==> config.mk <==
export PLATFORM = sky130hd
export DESIGN_NAME = sram_arbiter
export DESIGN_NICKNAME = d
export VERILOG_FILES = /design/src/rtl/sram_arb_pkg.sv /design/src/rtl/sram_arb_grant.sv /design/src/rtl/sram_arbiter.sv
export SDC_FILE = /design/constraint.sdc
export NUM_CORES = 1
export LEC_CHECK = 0
export CAP_MARGIN = 15
export CORE_MARGIN = 1.5
export CORE_UTILIZATION = 29
export CTS_CLUSTER_DIAMETER = 50
export DETAILED_ROUTE_END_ITERATION = 6
export GPL_ROUTABILITY_DRIVEN = 0
export PLACE_DENSITY = 0.61
export SLEW_MARGIN = 20
export SYNTH_ARGS = -nofsm -noshare
export SYNTH_HDL_FRONTEND = slang
export SYNTH_SLANG_ARGS = --single-unit
==> constraint.sdc <==
create_clock -name clk -period 1.96 [get_ports clk]
set_clock_uncertainty 0.2 [all_clocks]
set_input_delay 0.588 -clock clk [delete_from_list [all_inputs] [get_ports clk]]
set_output_delay 0.588 -clock clk [all_outputs]
set_load 0.02 [all_outputs]
==> src/rtl/sram_arb_pkg.sv <==
// sram_arb_pkg: shared state encoding, client ids and default sizes for the SRAM arbiter
package sram_arb_pkg;
    typedef enum logic [1:0] {IDLE, ISSUE, WAIT, DONE} state_t;
    localparam logic CLIENT0 = 1'b0;
    localparam logic CLIENT1 = 1'b1;
    localparam int ADDR_W_DEF = 32;
    localparam int DATA_W_DEF = 32;
    localparam int TIMEOUT_CYC_DEF = 16;
endpackage

==> src/rtl/sram_arb_grant.sv <==
// sram_arb_grant: winner select between two clients; SRAM_ARB_ROUND_ROBIN_EN selects round-robin, otherwise c0 has fixed priority
module sram_arb_grant
    import sram_arb_pkg::*;
(
    input  logic c0_req,
    input  logic c1_req,
    input  logic owner,
    output logic grant
);
`ifdef SRAM_ARB_ROUND_ROBIN_EN
    assign grant = (c0_req && c1_req) ? ~owner : c0_req ? CLIENT0 : c1_req ? CLIENT1 : owner;
`else
    assign grant = c0_req ? CLIENT0 : c1_req ? CLIENT1 : owner;
`endif
endmodule

==> src/rtl/sram_arbiter.sv <==
// sram_arbiter: serialises two clients onto one SRAM controller with a WAIT watchdog; SRAM_ARB_ROUND_ROBIN_EN enables round-robin grant
module sram_arbiter
    import sram_arb_pkg::*;
#(
    parameter int ADDR_W      = ADDR_W_DEF,
    parameter int DATA_W      = DATA_W_DEF,
    parameter int TIMEOUT_CYC = TIMEOUT_CYC_DEF
) (
    input  logic              clk,
    input  logic              rst_n,
    input  logic              c0_read_en,
    input  logic              c0_write_en,
    input  logic [ADDR_W-1:0] c0_address,
    input  logic [DATA_W-1:0] c0_write_data,
    output logic [DATA_W-1:0] c0_read_data,
    output logic              c0_ready,
    output logic              c0_done,
    input  logic              c1_read_en,
    input  logic              c1_write_en,
    input  logic [ADDR_W-1:0] c1_address,
    input  logic [DATA_W-1:0] c1_write_data,
    output logic [DATA_W-1:0] c1_read_data,
    output logic              c1_ready,
    output logic              c1_done,
    output logic              mem_read_en,
    output logic              mem_write_en,
    output logic [ADDR_W-1:0] mem_address,
    output logic [DATA_W-1:0] mem_write_data,
    input  logic              mem_ready,
    input  logic [DATA_W-1:0] mem_read_data,
    output logic              owner,
    output logic              err
);
    localparam int CNT_W = $clog2(TIMEOUT_CYC + 1);
    state_t state, state_nx;
    logic [CNT_W-1:0] cnt;
    logic c0_req, c1_req, grant, start, timeout, finish;
    assign c0_req   = c0_read_en | c0_write_en;
    assign c1_req   = c1_read_en | c1_write_en;
    assign c0_ready = ~c0_req | c0_done;
    assign c1_ready = ~c1_req | c1_done;
    // the done cycle still shows the completed request, so no grant is made while a done pulse is out
    assign start    = (state == IDLE) && (c0_req || c1_req) && !(c0_done || c1_done);
    assign timeout  = cnt == CNT_W'(TIMEOUT_CYC - 1);
    assign finish   = (state == WAIT) && (mem_ready || timeout);
    sram_arb_grant u_grant (
        .c0_req (c0_req),
        .c1_req (c1_req),
        .owner  (owner),
        .grant  (grant)
    );
    // state register
    always_ff @(posedge clk or negedge rst_n) begin
        if (!rst_n) state <= IDLE;
        else        state <= state_nx;
    end
    // next-state: one issue cycle, wait for ready or watchdog, one quiet done cycle
    always_comb begin
        state_nx = state;
        unique case (state)
            IDLE:    state_nx = start ? ISSUE : IDLE;
            ISSUE:   state_nx = WAIT;
            WAIT:    state_nx = finish ? DONE : WAIT;
            default: state_nx = IDLE;
        endcase
    end
    // request latch, memory strobes, read-data return, done pulses and watchdog
    always_ff @(posedge clk or negedge rst_n) begin
        if (!rst_n) begin
            mem_read_en    <= 1'b0;
            mem_write_en   <= 1'b0;
            mem_address    <= '0;
            mem_write_data <= '0;
            c0_read_data   <= '0;
            c1_read_data   <= '0;
            c0_done        <= 1'b0;
            c1_done        <= 1'b0;
            owner          <= CLIENT1;
            err            <= 1'b0;
            cnt            <= '0;
        end else begin
            c0_done <= (state == DONE) && (owner == CLIENT0);
            c1_done <= (state == DONE) && (owner == CLIENT1);
            if (start) begin
                owner          <= grant;
                mem_write_en   <= grant ? c1_write_en : c0_write_en;
                mem_read_en    <= grant ? ~c1_write_en : ~c0_write_en;
                mem_address    <= grant ? c1_address : c0_address;
                mem_write_data <= grant ? c1_write_data : c0_write_data;
            end
            if (state == WAIT) cnt <= cnt + CNT_W'(1);
            if (state == DONE) cnt <= '0;
            if (finish) begin
                mem_read_en  <= 1'b0;
                mem_write_en <= 1'b0;
            end
            if (state == WAIT && mem_ready && mem_read_en && owner == CLIENT0) c0_read_data <= mem_read_data;
            if (state == WAIT && mem_ready && mem_read_en && owner == CLIENT1) c1_read_data <= mem_read_data;
            if (state == WAIT && timeout && !mem_ready) err <= 1'b1;
        end
    end
endmodule

=== Yosys cells after proc, flatten, opt, wreduce, memory -nomap -nowiden ===
Cells that the tools add are included.

* Add/sub/neg operators: 1
* Equality and inequality tests: 4
* Mux-type cells: 15
* Bitwise operators: 9
* Reductions and logical operators: 19

{| class="wikitable"
|+ Operator list
! kind !! count
|-
| $mux 32 || 2
|-
| $logic_and 1x1->1 || 11
|-
| $mux 1 || 10
|-
| $mux 5 || 2
|-
| $pmux 2 s3 || 1
|-
| $add 5x1->5 const B || 1
|-
| $eq 5x4->1 const B || 1
|-
| $not 1->1 || 5
|-
| $eq 2x2->1 const B || 2
|-
| $or 1x1->1 || 4
|-
| $reduce_bool 2->1 || 2
|-
| $logic_or 1x1->1 || 3
|-
| $eq 2x1->1 const B || 1
|-
| $logic_not 1->1 || 2
|-
| $logic_not 2->1 || 1
|}

* Register bits after elaboration: 141
* Input port bits: 167
* Output and inout port bits: 136
* Word-level logic and storage cells: 60

=== Depth between registers and ports, before layout ===
* Word-level depth: 6
* Gate-level depth with buffers: 8
* Gate-level depth less buffers: 6

=== Hierarchy ===
A second synthesis with hierarchy kept.

* Cells, all modules: 401
* Area, all modules: 6451.2 um^2

{| class="wikitable"
|+ Modules (own cells, without submodules)
! module !! instances !! cells an instance !! area an instance (um^2) !! sequential area each (um^2)
|-
| sram_arbiter || 1 || 400 || 6441.2 || 3529.6
|-
| sram_arb_grant || 1 || 1 || 10.0 || 0.0
|}

=== Worst setup path before layout ===
Ideal clock, no wire load.

* Kind: in2out
* From: input c0_read_en
* To: output c0_ready
* Arrival: 1.353 ns
* Required time: 1.172 ns
* Setup slack: -0.181 ns
* Cell stages on the path: 4
* Buffers on the path: 2
* Cell sequence: or2_2 -> clkbuf_1 -> clkbuf_1 -> nand2b_1

* Cells in the longest elaborated chain, start to end: 3

{| class="wikitable"
|+ RTL lines
! element !! RTL line !! source
|-
| start: declaration || sram_arbiter.sv:11 || <nowiki>input logic c0_read_en,</nowiki>
|-
| $or 1x1->1 || sram_arbiter.sv:38 || <nowiki>assign c0_req = c0_read_en | c0_write_en;</nowiki>
|-
| $not 1->1 || sram_arbiter.sv:40 || <nowiki>assign c0_ready = ~c0_req | c0_done;</nowiki>
|-
| $or 1x1->1 || sram_arbiter.sv:40 ||
|-
| end: declaration || sram_arbiter.sv:16 || <nowiki>output logic c0_ready,</nowiki>
|}

Every way passes these cells.

=== Worst setup path after layout ===
* From: register err
* To: output err

{| class="wikitable"
|+ RTL lines
! element !! RTL line !! source
|-
| start: declaration || sram_arbiter.sv:32 || <nowiki>output logic err</nowiki>
|-
| start signal: assignment || sram_arbiter.sv:79 || <nowiki>err <= 1'b0;</nowiki>
|-
| start signal: assignment || sram_arbiter.sv:99 || <nowiki>if (state == WAIT && timeout && !mem_ready) err <= 1'b1;</nowiki>
|}

No word-level cell between the ends.

==> results.sh <==
export IMPL_num_antenna_cells=0
export IMPL_synth_top_area_frac=0.535
export IMPL_slowest_stage="dlygate4sd2_1"
export IMPL_slew_violations=0
export IMPL_ff2ff_setup_slack_ns=0.07
export IMPL_postSynthCellCount=567
export IMPL_num_rows=54
export IMPL_die_area_um2=23500
export IMPL_min_period_ns=1.93
export IMPL_cap_violations=0
export IMPL_routed_via_count=5778
export IMPL_port_buffers=302
export IMPL_antenna_found_initial=0
export IMPL_hold_end="err"
export IMPL_cts_tree="built"
export IMPL_syn_area_um2=6550
export IMPL_hpwl_um=15400
export IMPL_netlist_cell_type_count=33
export IMPL_cts_sinks=141
export IMPL_grt_max_degree=129
export IMPL_final_antenna_net_count=0
export IMPL_worstHoldPathCells=1
export IMPL_status="finished, final reports clean"
export IMPL_critPathArrivalTime_ns=1.14
export IMPL_critical_path_top_delay_family="buffers and inverters"
export IMPL_timing_rr_end="mem_address[28]"
export IMPL_synth_largest_area_cell="dfrtp_1"
export IMPL_final_cell_mix="161 x clkdlybuf4s50_1, 140 x dfrtp_1, 87 x dlygate4sd2_1"
export IMPL_synth_area_per_cell_um2=11.6
export IMPL_cts_root_buf="clkbuf_16"
export IMPL_tightestPinTransition_ns=0.651
export IMPL_cts_buffer_depth=2
export IMPL_drive_gt1_frac=0.218
export IMPL_grt_usage=0.190
export IMPL_required_ns=1.17
export IMPL_syn_to_final_growth_pct=64.1
export IMPL_critPathKind="reg2out"
export IMPL_ys_ff_latch=141
export IMPL_cp_cell_sequence="dlygate4sd2_1"
export IMPL_hold_path_startpoint="err"
export IMPL_critical_path_max_fanout=2
export IMPL_setup_viol=0
export IMPL_start_util=0.297
export IMPL_path_buf_inv=1
export IMPL_drt_vias_per_instance=4.96
export IMPL_max_freq_mhz=518
export IMPL_first_global_vias=5901
export IMPL_power_mw=17.4
export IMPL_hp_class="reg2reg"
export IMPL_cts_made_buffers=17
export IMPL_yosysSeqAreaShare=0.539
export IMPL_routed_wl_um=22100
export IMPL_overflow=0
export IMPL_crit_path_start_kind="flip-flop"
export IMPL_power_density_nw_per_um2=1620
export IMPL_clk_pin_slew_ns=0.06
export IMPL_leakage_nw=4.83
export IMPL_htree_levels=4
export IMPL_r2r_worst_path_cells=7
export IMPL_critPathMaxStageDelay_ns=0.37
export IMPL_fin_tns_setup_ns=0
export IMPL_grt_pass1_wl_um=34400
export IMPL_io_pins=303
export IMPL_clk_latency_ns=0.43
export IMPL_fin_crit_sh=0.986
export IMPL_syn_num_nets=740
export IMPL_layout_commonest_cell="clkdlybuf4s50_1"
export IMPL_cp_end_kind="primary output"
export IMPL_finalHoldViolCount=0
export IMPL_wire_per_inst_um=18.9
export IMPL_first_pass_iters=5
export IMPL_yosys_warnings=0
export IMPL_drt_initial_drc_count=233
export IMPL_synth_area_leaders="dfrtp_1 53%, mux2_2 11%, o221ai_2 6.9%"
export IMPL_die_y_um=153
export IMPL_core_um2=22000
export IMPL_rsz0062_at_grt="no"
export IMPL_relSlewSlack=0.566
export IMPL_nets=1046
export IMPL_die_w_um=153
export IMPL_drc_errors=0
export IMPL_r2r_start="state[0]"
export IMPL_ir_drop_v=0.000677
## synth_stat cells
| cell type | number |
|---|---|
| buf_6 | 4 |
| a211oi_1 | 2 |
| inv_1 | 68 |
| nor2_1 | 6 |
| clkbuf_1 | 43 |
| mux2i_1 | 2 |
| dfrtp_1 | 140 |
| nor3b_1 | 1 |
| nand4_1 | 66 |
| nand2b_1 | 4 |
| buf_1 | 2 |
| o221ai_2 | 30 |
| a211o_1 | 1 |
| nand3_1 | 64 |
| o21a_1 | 1 |
| xnor2_1 | 1 |
| or2_2 | 2 |
| nand4b_1 | 1 |
| and2_1 | 2 |
| a21oi_1 | 4 |
| dfstp_2 | 1 |
| mux2_2 | 64 |
| ha_1 | 6 |
| nand2_1 | 2 |
| clkbuf_2 | 1 |
| o21ba_2 | 1 |
| buf_2 | 8 |
| o21bai_1 | 1 |
| or4_1 | 1 |
| nor2b_1 | 1 |
| xor2_1 | 2 |
| and3_1 | 1 |
| o221ai_1 | 34 |
## repair_timing
item / in CTS / in global routing
setup buffers: 1 / 0
pin swaps: 3 / 0
hold buffers: 1 / 0
hold endpoints to repair: 23 / 0
resized for setup: 184 / 43
cloned: 2 / 0
setup endpoints to repair: 203 / 42
## per-layer routing
| layer | vias to the layer above | GRT usage | routed length (um) |
|---|---|---|---|
| met5 | - | 0 | 0 |
| li1 | 2712 | - | - |
| met4 | 0 | 0.0784 | 575 |
| met1 | 2870 | 0.241 | 9560 |
| met2 | 164 | 0.316 | 11000 |
| met3 | 32 | 0.0363 | 943 |
## worst max path at each step
stage,start,to,slack (ns),depth (start not counted)
after floorplan,c1_write_en,mem_address[21],-0.13,6
after global placement,c0_read_en,c0_ready,-0.83,4
after detailed placement,c0_read_en,c0_ready,-0.84,4
after CTS,c0_read_data[28],c0_read_data[28],0.001,1
after global routing,c1_read_data[29],c1_read_data[29],0.0006,1
final,err,err,0.03,1
## power by group
part / leakage, nW / switching [mW] / internal, mW / total (mW)
logic: 2.78 / 5.04 / 3.99 / 9.03
clock network: 0.287 / 1.43 / 1.93 / 3.36
registers: 1.76 / 0.672 / 4.30 / 4.98
## metrics by stage
step / hold slack [ns] / utilization / worst slack [ns] / cells / instance area, um2
after floorplan: 0.0924 / - / -0.126 / 567 / 6570
after global placement: 0.261 / 0.462 / -0.834 / 1130 / 10200
after detailed placement: 0.271 / 0.462 / -0.838 / 1130 / 10200
after CTS: 0.283 / 0.487 / 0.00112 / 1166 / 10700
after global routing: 0.297 / 0.488 / 0.000571 / 1166 / 10800
final: 0.286 / 0.488 / 0.0283 / 1166 / 10800
## area by class of cell
class,instances,area [um2]
Inverter,68,255
Sequential cell,141,3530
Clock buffer,18,429
Timing Repair Buffer,345,3440
Tap cell,280,350
Fill cell,2051,11300
Multi-Input combinational cell,300,2570
Clock inverter,14,176
## cell families after synthesis
kind of cell / after synthesis / synth area share
compound gates: 74 / 0.125
xor+xnor: 3 / 0.00401
fa+ha+maj: 6 / 0.0115
buf+inv: 126 / 0.0785
flops: 141 / 0.539
mux: 66 / 0.113
simple gates: 151 / 0.130
## registers in the layout, summed over array words and instances (netlist names)
name and count:
c0_read_data 32, c1_read_data 32, mem_address 32, mem_write_data 32
cnt 5, state 2, c0_done 1, c1_done 1
err 1, mem_read_en 1, mem_write_en 1, owner 1
Note: power is estimated with default switching activity, not from simulation.
